`config.mk`:
```
export PLATFORM = sky130hd
export DESIGN_NAME = controle_lampada
export DESIGN_NICKNAME = d
export VERILOG_FILES = /design/src/rtl/lampada_pkg.sv /design/src/rtl/controle_lampada_contador_ms.sv /design/src/rtl/controle_lampada.sv
export SDC_FILE = /design/constraint.sdc
export NUM_CORES = 1
export LEC_CHECK = 0
export ABC_AREA = 1
export BUFFER_PORTS_ARGS = -buffer_cell sky130_fd_sc_hd__buf_2
export CAP_MARGIN = 20
export CORE_MARGIN = 8
export CORE_UTILIZATION = 25
export DETAILED_ROUTE_END_ITERATION = 7
export PLACE_DENSITY_LB_ADDON = 0.2
export SYNTH_ARGS = -nofsm -noshare
export SYNTH_HDL_FRONTEND = slang
export SYNTH_HIERARCHICAL = 1
export SYNTH_SLANG_ARGS = --single-unit
export TNS_END_PERCENT = 30
```
`constraint.sdc`:
```
create_clock -name clk -period 4.2 [get_ports clk]
set_input_delay 0.84 -clock clk [delete_from_list [all_inputs] [get_ports clk]]
set_output_delay 0.84 -clock clk [all_outputs]
set_load 0.05 [all_outputs]
```
`src/rtl/lampada_pkg.sv`:
```
// ============================================================================
// lampada_pkg : lamp-mode state encoding and small helpers for controle_lampada
// Revision    : 1.0
// ============================================================================
`default_nettype none

package lampada_pkg;

    typedef enum logic [1:0] {
        AUTO_OFF   = 2'd0,
        AUTO_ON    = 2'd1,
        MANUAL_OFF = 2'd2,
        MANUAL_ON  = 2'd3
    } estado_t;

    function automatic logic is_manual(estado_t e);
        return (e == MANUAL_OFF) || (e == MANUAL_ON);
    endfunction

    function automatic logic is_on(estado_t e);
        return (e == AUTO_ON) || (e == MANUAL_ON);
    endfunction

    // A MAX of 1 still needs a one-bit counter.
    function automatic int cnt_width(int max);
        return (max > 1) ? $clog2(max) : 1;
    endfunction

endpackage

`default_nettype wire

```
`src/rtl/controle_lampada_contador_ms.sv`:
```
// ============================================================================
// contador_ms : loadable down-counter that saturates at zero
// Revision    : 1.0
// ============================================================================
`default_nettype none

module contador_ms
    import lampada_pkg::*;
#(
    parameter int MAX = 10,
    localparam int W  = cnt_width(MAX)
) (
    input  logic         clk,
    input  logic         rst,
    input  logic         load,
    input  logic         en,
    input  logic [W-1:0] val,
    output logic [W-1:0] cnt,
    output logic         zero
);

    always_ff @(posedge clk) begin
        if (!rst) begin
            cnt <= '0;
        end else if (load) begin
            cnt <= val;
        end else if (en && (cnt != '0)) begin
            cnt <= cnt - 1'b1;
        end
    end

    assign zero = (cnt == '0);

endmodule

`default_nettype wire

```
`src/rtl/controle_lampada.sv`:
```
// ============================================================================
// controle_lampada : AUTO/MANUAL lamp controller driven by button events and PIR
// Optional macro CONTROLE_LAMPADA_MANUAL_TIMEOUT_EN adds forced MANUAL->AUTO revert.
// Revision    : 1.0
// ============================================================================
`default_nettype none

module controle_lampada
    import lampada_pkg::*;
#(
    parameter int AUTO_SHUTDOWN_T = 30000,
    parameter int MANUAL_REVERT_T = 60000
) (
    input  logic clk,
    input  logic rst,
    input  logic A,
    input  logic B,
    input  logic infravermelho,
    output logic led,
    output logic saida
);

    localparam int             TW         = cnt_width(AUTO_SHUTDOWN_T);
    localparam logic [TW-1:0]  TMR_RELOAD = TW'(AUTO_SHUTDOWN_T - 1);

    estado_t       estado;
    estado_t       estado_prox;
    logic          pir_meta;
    logic          pres;
    logic          sair_manual;
    logic          tmr_load;
    logic          tmr_en;
    logic          tmr_zero;
    logic [TW-1:0] tmr_cnt;
    logic          idle_zero;

    contador_ms #(.MAX(AUTO_SHUTDOWN_T)) u_tmr (
        .clk  (clk),
        .rst  (rst),
        .load (tmr_load),
        .en   (tmr_en),
        .val  (TMR_RELOAD),
        .cnt  (tmr_cnt),
        .zero (tmr_zero)
    );

`ifdef CONTROLE_LAMPADA_MANUAL_TIMEOUT_EN
    localparam int             IW          = cnt_width(MANUAL_REVERT_T);
    localparam logic [IW-1:0]  IDLE_RELOAD = IW'(MANUAL_REVERT_T - 1);

    logic          idle_load;
    logic          idle_en;
    logic [IW-1:0] idle_cnt;

    // Reload on entering MANUAL and on every short press while staying there.
    assign idle_load = is_manual(estado_prox) && (!is_manual(estado) || A);
    assign idle_en   = is_manual(estado);

    contador_ms #(.MAX(MANUAL_REVERT_T)) u_idle (
        .clk  (clk),
        .rst  (rst),
        .load (idle_load),
        .en   (idle_en),
        .val  (IDLE_RELOAD),
        .cnt  (idle_cnt),
        .zero (idle_zero)
    );
`else
    assign idle_zero = 1'b0;
`endif

    assign tmr_en = (estado == AUTO_ON);

    always_comb begin
        estado_prox = estado;
        tmr_load    = 1'b0;
        sair_manual = 1'b0;
        case (estado)
            AUTO_OFF: begin
                if (B) begin
                    estado_prox = MANUAL_OFF;
                end else if (pres) begin
                    estado_prox = AUTO_ON;
                    tmr_load    = 1'b1;
                end
            end
            AUTO_ON: begin
                if (B) begin
                    estado_prox = MANUAL_ON;
                end else if (pres) begin
                    tmr_load = 1'b1;
                end else if (tmr_zero) begin
                    estado_prox = AUTO_OFF;
                end
            end
            MANUAL_OFF: begin
                if (B)      sair_manual = 1'b1;
                else if (A) estado_prox = MANUAL_ON;
            end
            MANUAL_ON: begin
                if (B)      sair_manual = 1'b1;
                else if (A) estado_prox = MANUAL_OFF;
            end
            default: estado_prox = AUTO_OFF;
        endcase

        if (is_manual(estado) && !A && !B && idle_zero) begin
            sair_manual = 1'b1;
        end

        // Returning to AUTO re-evaluates presence in the same cycle.
        if (sair_manual) begin
            estado_prox = pres ? AUTO_ON : AUTO_OFF;
            tmr_load    = pres;
        end
    end

    always_ff @(posedge clk) begin
        if (!rst) begin
            estado   <= AUTO_OFF;
            led      <= 1'b0;
            saida    <= 1'b0;
            pir_meta <= 1'b0;
            pres     <= 1'b0;
        end else begin
            estado   <= estado_prox;
            led      <= is_manual(estado_prox);
            saida    <= is_on(estado_prox);
            pir_meta <= infravermelho;
            pres     <= pir_meta;
        end
    end

endmodule

`default_nettype wire

```
; After elaboration in Yosys (flattened, before gate mapping)
; Index checks and enable logic that the tools add are counted.
[op_classes]
add_sub_neg = 1
eq_ne = 6
n_mux = 20
n_bitwise = 1
n_reduce_logical = 10
[op_table]
columns = operator, count
row1 = $mux W15, 2
row2 = $mux W2, 10
row3 = $logic_not A15 Y1, 1
row4 = $reduce_bool A15 Y1, 1
row5 = $sub A15 B1 Y15 const B, 1
row6 = $eq A2 B2 Y1 const B, 4
row7 = $pmux W2 S4, 1
row8 = $mux W1, 7
row9 = $reduce_or A2 Y1, 3
row10 = $eq A2 B1 Y1 const B, 2
row11 = $logic_not A2 Y1, 1
row12 = $logic_or A1 B1 Y1, 2
row13 = $reduce_bool A2 Y1, 1
row14 = $logic_and A1 B1 Y1, 1
row15 = $not A1 Y1, 1
[totals]
regBits = 21
in_bits = 5
out_inout_bits = 2
elab_cells = 45

; Depth between registers and ports, before layout
[logic_depth]
depth_word = 8
depth_mapped = 11

; Cells and area by module
; The synthesis kept the hierarchy.
[by_module_without_submodules]
columns = module, n_inst, cells_per_inst, area_per_inst_um2, seq_area_each_um2
row1 = contador_ms, 1, 190, 1136.1, 300.3
row2 = controle_lampada, 1, 33, 231.5, 100.1

; Worst setup path before layout
; OpenSTA, ideal clock, no wires.
[synth_timing]
path_type = input port to flip-flop
startpoint = input port B
endpoint = register u_tmr.cnt[3]
setup_time_ps = 120
arrival_ps = 1810
required_ps = 4080
slack_ps = 2269
cell_stages = 9
cell_sequence = nand2_1 inv_1 nand2_1 nand2_1 inv_1 clkbuf_1 nand3_1 o21ai_0 a21oi_1
[synth_between]
elab_chain_len = 4
word_cells_on_any_way = 7
classes_between = mux: 6 / reduce/logical: 1
[synth_lines]
columns = item, line_no
row1 = from (decl), controle_lampada.sv:17  ; input logic B,
row2 = "$mux W1, on equally long branches", "controle_lampada.sv:80, controle_lampada.sv:97, controle_lampada.sv:101"
row3 = $mux W1, -
row4 = $mux W1 *, controle_lampada.sv:112  ; if (sair_manual) begin
row5 = net tmr_load, controle_lampada.sv:31  ; logic tmr_load;
row6 = $mux W15 / $reduce_bool A2 Y1 (equally long branches), -
row7 = to (signal assigned), controle_lampada_contador_ms.sv:26  ; cnt <= val;
row8 = to (signal assigned), controle_lampada_contador_ms.sv:28  ; cnt <= cnt - 1'b1;
row9 = to (decl), controle_lampada_contador_ms.sv:18  ; output logic [W-1:0] cnt,
; Mark *: on every way through the listed nets, which the timed path passes. The rest lies on a longest branch.
; A chain may end at the register's enable or synchronous reset.

; Worst setup path after layout
[layout_timing]
startpoint = input port B
endpoint = register u_tmr.cnt[6]
[layout_between]
elab_chain_len = 4
word_cells_on_any_way = 6
classes_between = mux: 5 / reduce/logical: 1
[layout_lines]
columns = item, line_no
row1 = "$mux W1, on equally long branches", "controle_lampada.sv:80, controle_lampada.sv:97, controle_lampada.sv:101"
row2 = $mux W1, -
row3 = $mux W1 *, controle_lampada.sv:112
row4 = net tmr_load, controle_lampada.sv:31
row5 = $reduce_or A2 Y1 (no source line) *, -
; Marks and branches as above.

==> flow_summary.yaml <==
timing:
  final.setup_skew_ns: 0.00154
  setup_failing_eps_final: 0
  max-slew-margin-rel_pct: 49.8
  setup_total_negative_slack_ns: 0
  period_minus_slack_ns: 2.49
  finalMaxSlewViolations: 0
  period_share_pct: 59.3
  grt_setup_unrepaired: "no"
  worst-slew-pin-transition_ns: 0.751
  highest_attainable_clock_frequency_mhz: 401
  hold_viol: 0
critical_path:
  worstPathMaxFanout: 24
  crit_required_ns: 4.41
  critical_path.reg2reg.startpoint: "estado[1]"
  path_cells: "buf_2 > nand2_1 > inv_1 > nand2_1 > nand2_1 > inv_1 > nand2_4 > inv_1 > nor2_1 > nor2_1"
  slowest_stage: "inv_1"
  startpoint: "B"
  crit_path_start_kind: "input port"
  crit_type: "in2reg"
  worstPathArrival_ns: 2.70
  worstSetupEndpointType: "register"
  critical_path.max_stage_delay_ns: 0.64
yosys:
  dominantRegCellSynth: "dfxtp_1"
  synth_edf_count: 0
  synth.distinct_cells: 29
  yosysSeqAreaShare_pct: 29.3
  postSynth.asyncResetShare_pct: 0
  post_synth_instance_area_mm2: 0.00137
  synth-warning-count: 6
  count_of_mapped_cells_out_of_synthesis: 223
  syn_avg_cell_area_um2: 6.13
  synth.ff_latch_count: 20
layout:
  multi_input_area_um2: 891
  syn2layout_area_growth_pct: 14.4
  design.final.nets: 248
  drive_above_1_share_pct: 14.1
  fillerInstances: 638
  layout.area.seq_um2: 400
  diodes: 0
clock_network:
  cts.sinks: 20
  ctsResizeCount: 0
  worst_skew_pair.late_latency_ns: 0.26
  maximum_count_of_clock_buffers_along_a_single_path: 2
  holdBufCountCts: 0
  cts.htree.levels: 1
  cts_setup_buffers: 0
  cts_tree: "yes"
  cts_made_buffers: 3
  clkSlewWorstSetupHoldPaths_ns: 0.08
  cts_root_buffer: "clkbuf_8"
drt:
  antenna_violating_nets_post_route: 0
  route.vias.total: 1290
  first_iter_violations: 76
  first_pass_iters: 4
  detail_route.wirelength_um: 3270
  post-route-drc-count: 0
  routed_via_density: 4.12
  post_drt_wl_per_cell_um: 10.4
pwr:
  report.power.total_mw: 0.624
  power.density_cell_area_mw_per_mm2: 399
  vdd_ir_drop_max_mv: 0.143
  p_leak_nw: 0.744
floorplanning:
  floorplan.rows: 27
  core_region_area_mm2: 0.00541
  dieHeight_um: 90.0
  pin_count: 7
  dieWidth_um: 90.0
  start_util_pct: 25.3
  design.die.area_mm2: 0.00809
placement:
  portBuffers: 6
  place.gp.congestion: 0.766
  post-dp-hpwl_um: 2380
global_route:
  global_route.overflow_total: 0
  grt_pass1_vias: 1281
  grt_pass1_wl_um: 5910
  grt_antenna_before_repair: 0
  gr-usage-all-layers_pct: 8.73
  largest_net_degree_at_the_start_of_global_routing: 25
min_path:
  holdCritPathClass: "reg2reg"
  worstHoldStart: "pir_meta"
flow_run:
  max_cap_violations: 0
status:
  outcome: "finished, final reports clean"
==> kinds of logic after synthesis <==
group / after synthesis / synth area share [%]
compound gates: 27 / 10.7
simple gates: 142 / 49.4
other cells: 2 / 0.549
flops: 20 / 29.3
buf+inv: 31 / 9.15
fa+ha+maj: 1 / 0.915
==> worst paths after layout <==
| path | to | slack, ns | cells past startpoint |
|---|---|---|---|
| max | u_tmr/cnt[6] | 1.71 | 10 |
| max reg2reg | u_tmr/cnt[6] | 2.02 | 9 |
| min | pres | 0.41 | 2 |
| min reg2reg | pres | 0.41 | 2 |
==> state kept, by name, indices dropped and copies added, names as in the netlist <==
signal	cells
led	1
pir_meta	1
u_tmr/cnt	15
estado	2
pres	1
==> final cells by class <==
type                    instances  area share (%)
multi-input cells             185            57.0
flip-flops and latches         20            25.6
inverters                      26            6.24
well taps                      72            5.76
clock buffers                   4            3.52
repair buffers                  6            1.92
==> where the power goes <==
| part | internal, mW | switching [mW] | total [mW] |
|---|---|---|---|
| clock | 0.0836 | 0.0684 | 0.152 |
| sequential | 0.207 | 0.0195 | 0.226 |
| combinational | 0.0903 | 0.155 | 0.246 |
==> cell usage in the layout, fill, tap and decap left out, types with 3 or more instances in the layout <==
| master | n |
|---|---|
| nand2_1 | 52 |
| nor2_1 | 41 |
| inv_1 | 24 |
| nand3_1 | 20 |
| dfxtp_1 | 20 |
| conb_1 | 15 |
| o21ai_0 | 12 |
| nor2_2 | 7 |
| buf_2 | 6 |
| nor3_1 | 5 |
| a21oi_1 | 5 |
| clkbuf_8 | 4 |
| nand2_2 | 4 |
| o21ai_1 | 4 |
| or2_2 | 3 |
==> stage by stage <==
| step | setup slack (ns) | hold slack [ns] | cells | utilization, % | cell area (um2) |
|---|---|---|---|---|---|
| 2_1_floorplan | 2.27 | 0.386 | 236 | - | 1420 |
| 3_3_place_gp | 1.47 | 0.391 | 309 | 27.9 | 1510 |
| 3_5_place_dp | 1.41 | 0.403 | 309 | 27.9 | 1510 |
| 4_1_cts | 1.70 | 0.416 | 313 | 28.9 | 1560 |
| 5_1_grt | 1.46 | 0.439 | 313 | 28.9 | 1560 |
| 6_report | 1.71 | 0.412 | 313 | 28.9 | 1560 |
==> critical path: cells and delay by family <==
kind                   cells  cell delay (ns)
buffers and inverters      4             1.03
and+or+nand+nor            6             0.81
==> synth_stat cells, types with 3 or more instances <==
master | instances | area, um2
o21ai_1 | 4 | 20.0
clkbuf_1 | 3 | 11.3
or2_2 | 3 | 18.8
a21oi_1 | 5 | 25.0
inv_1 | 24 | 90.1
o21ai_0 | 12 | 60.1
nor2_2 | 7 | 43.8
nand2_2 | 4 | 25.0
dfxtp_1 | 20 | 400
nor3_1 | 5 | 25.0
nand2_1 | 52 | 195
nor2_1 | 41 | 154
nand3_1 | 20 | 100
==> metal layers <==
layer / global-route usage [%] / vias to the layer above / share of wire [%]
met1: 10.5 / 550 / 50
met2: 14.5 / 11 / 45
met4: 2.91 / 0 / 1.2
li1: - / 725 / -
met5: 0 / - / 0
met3: 2.49 / 4 / 3.2
Power figures use the tool's default switching activity.
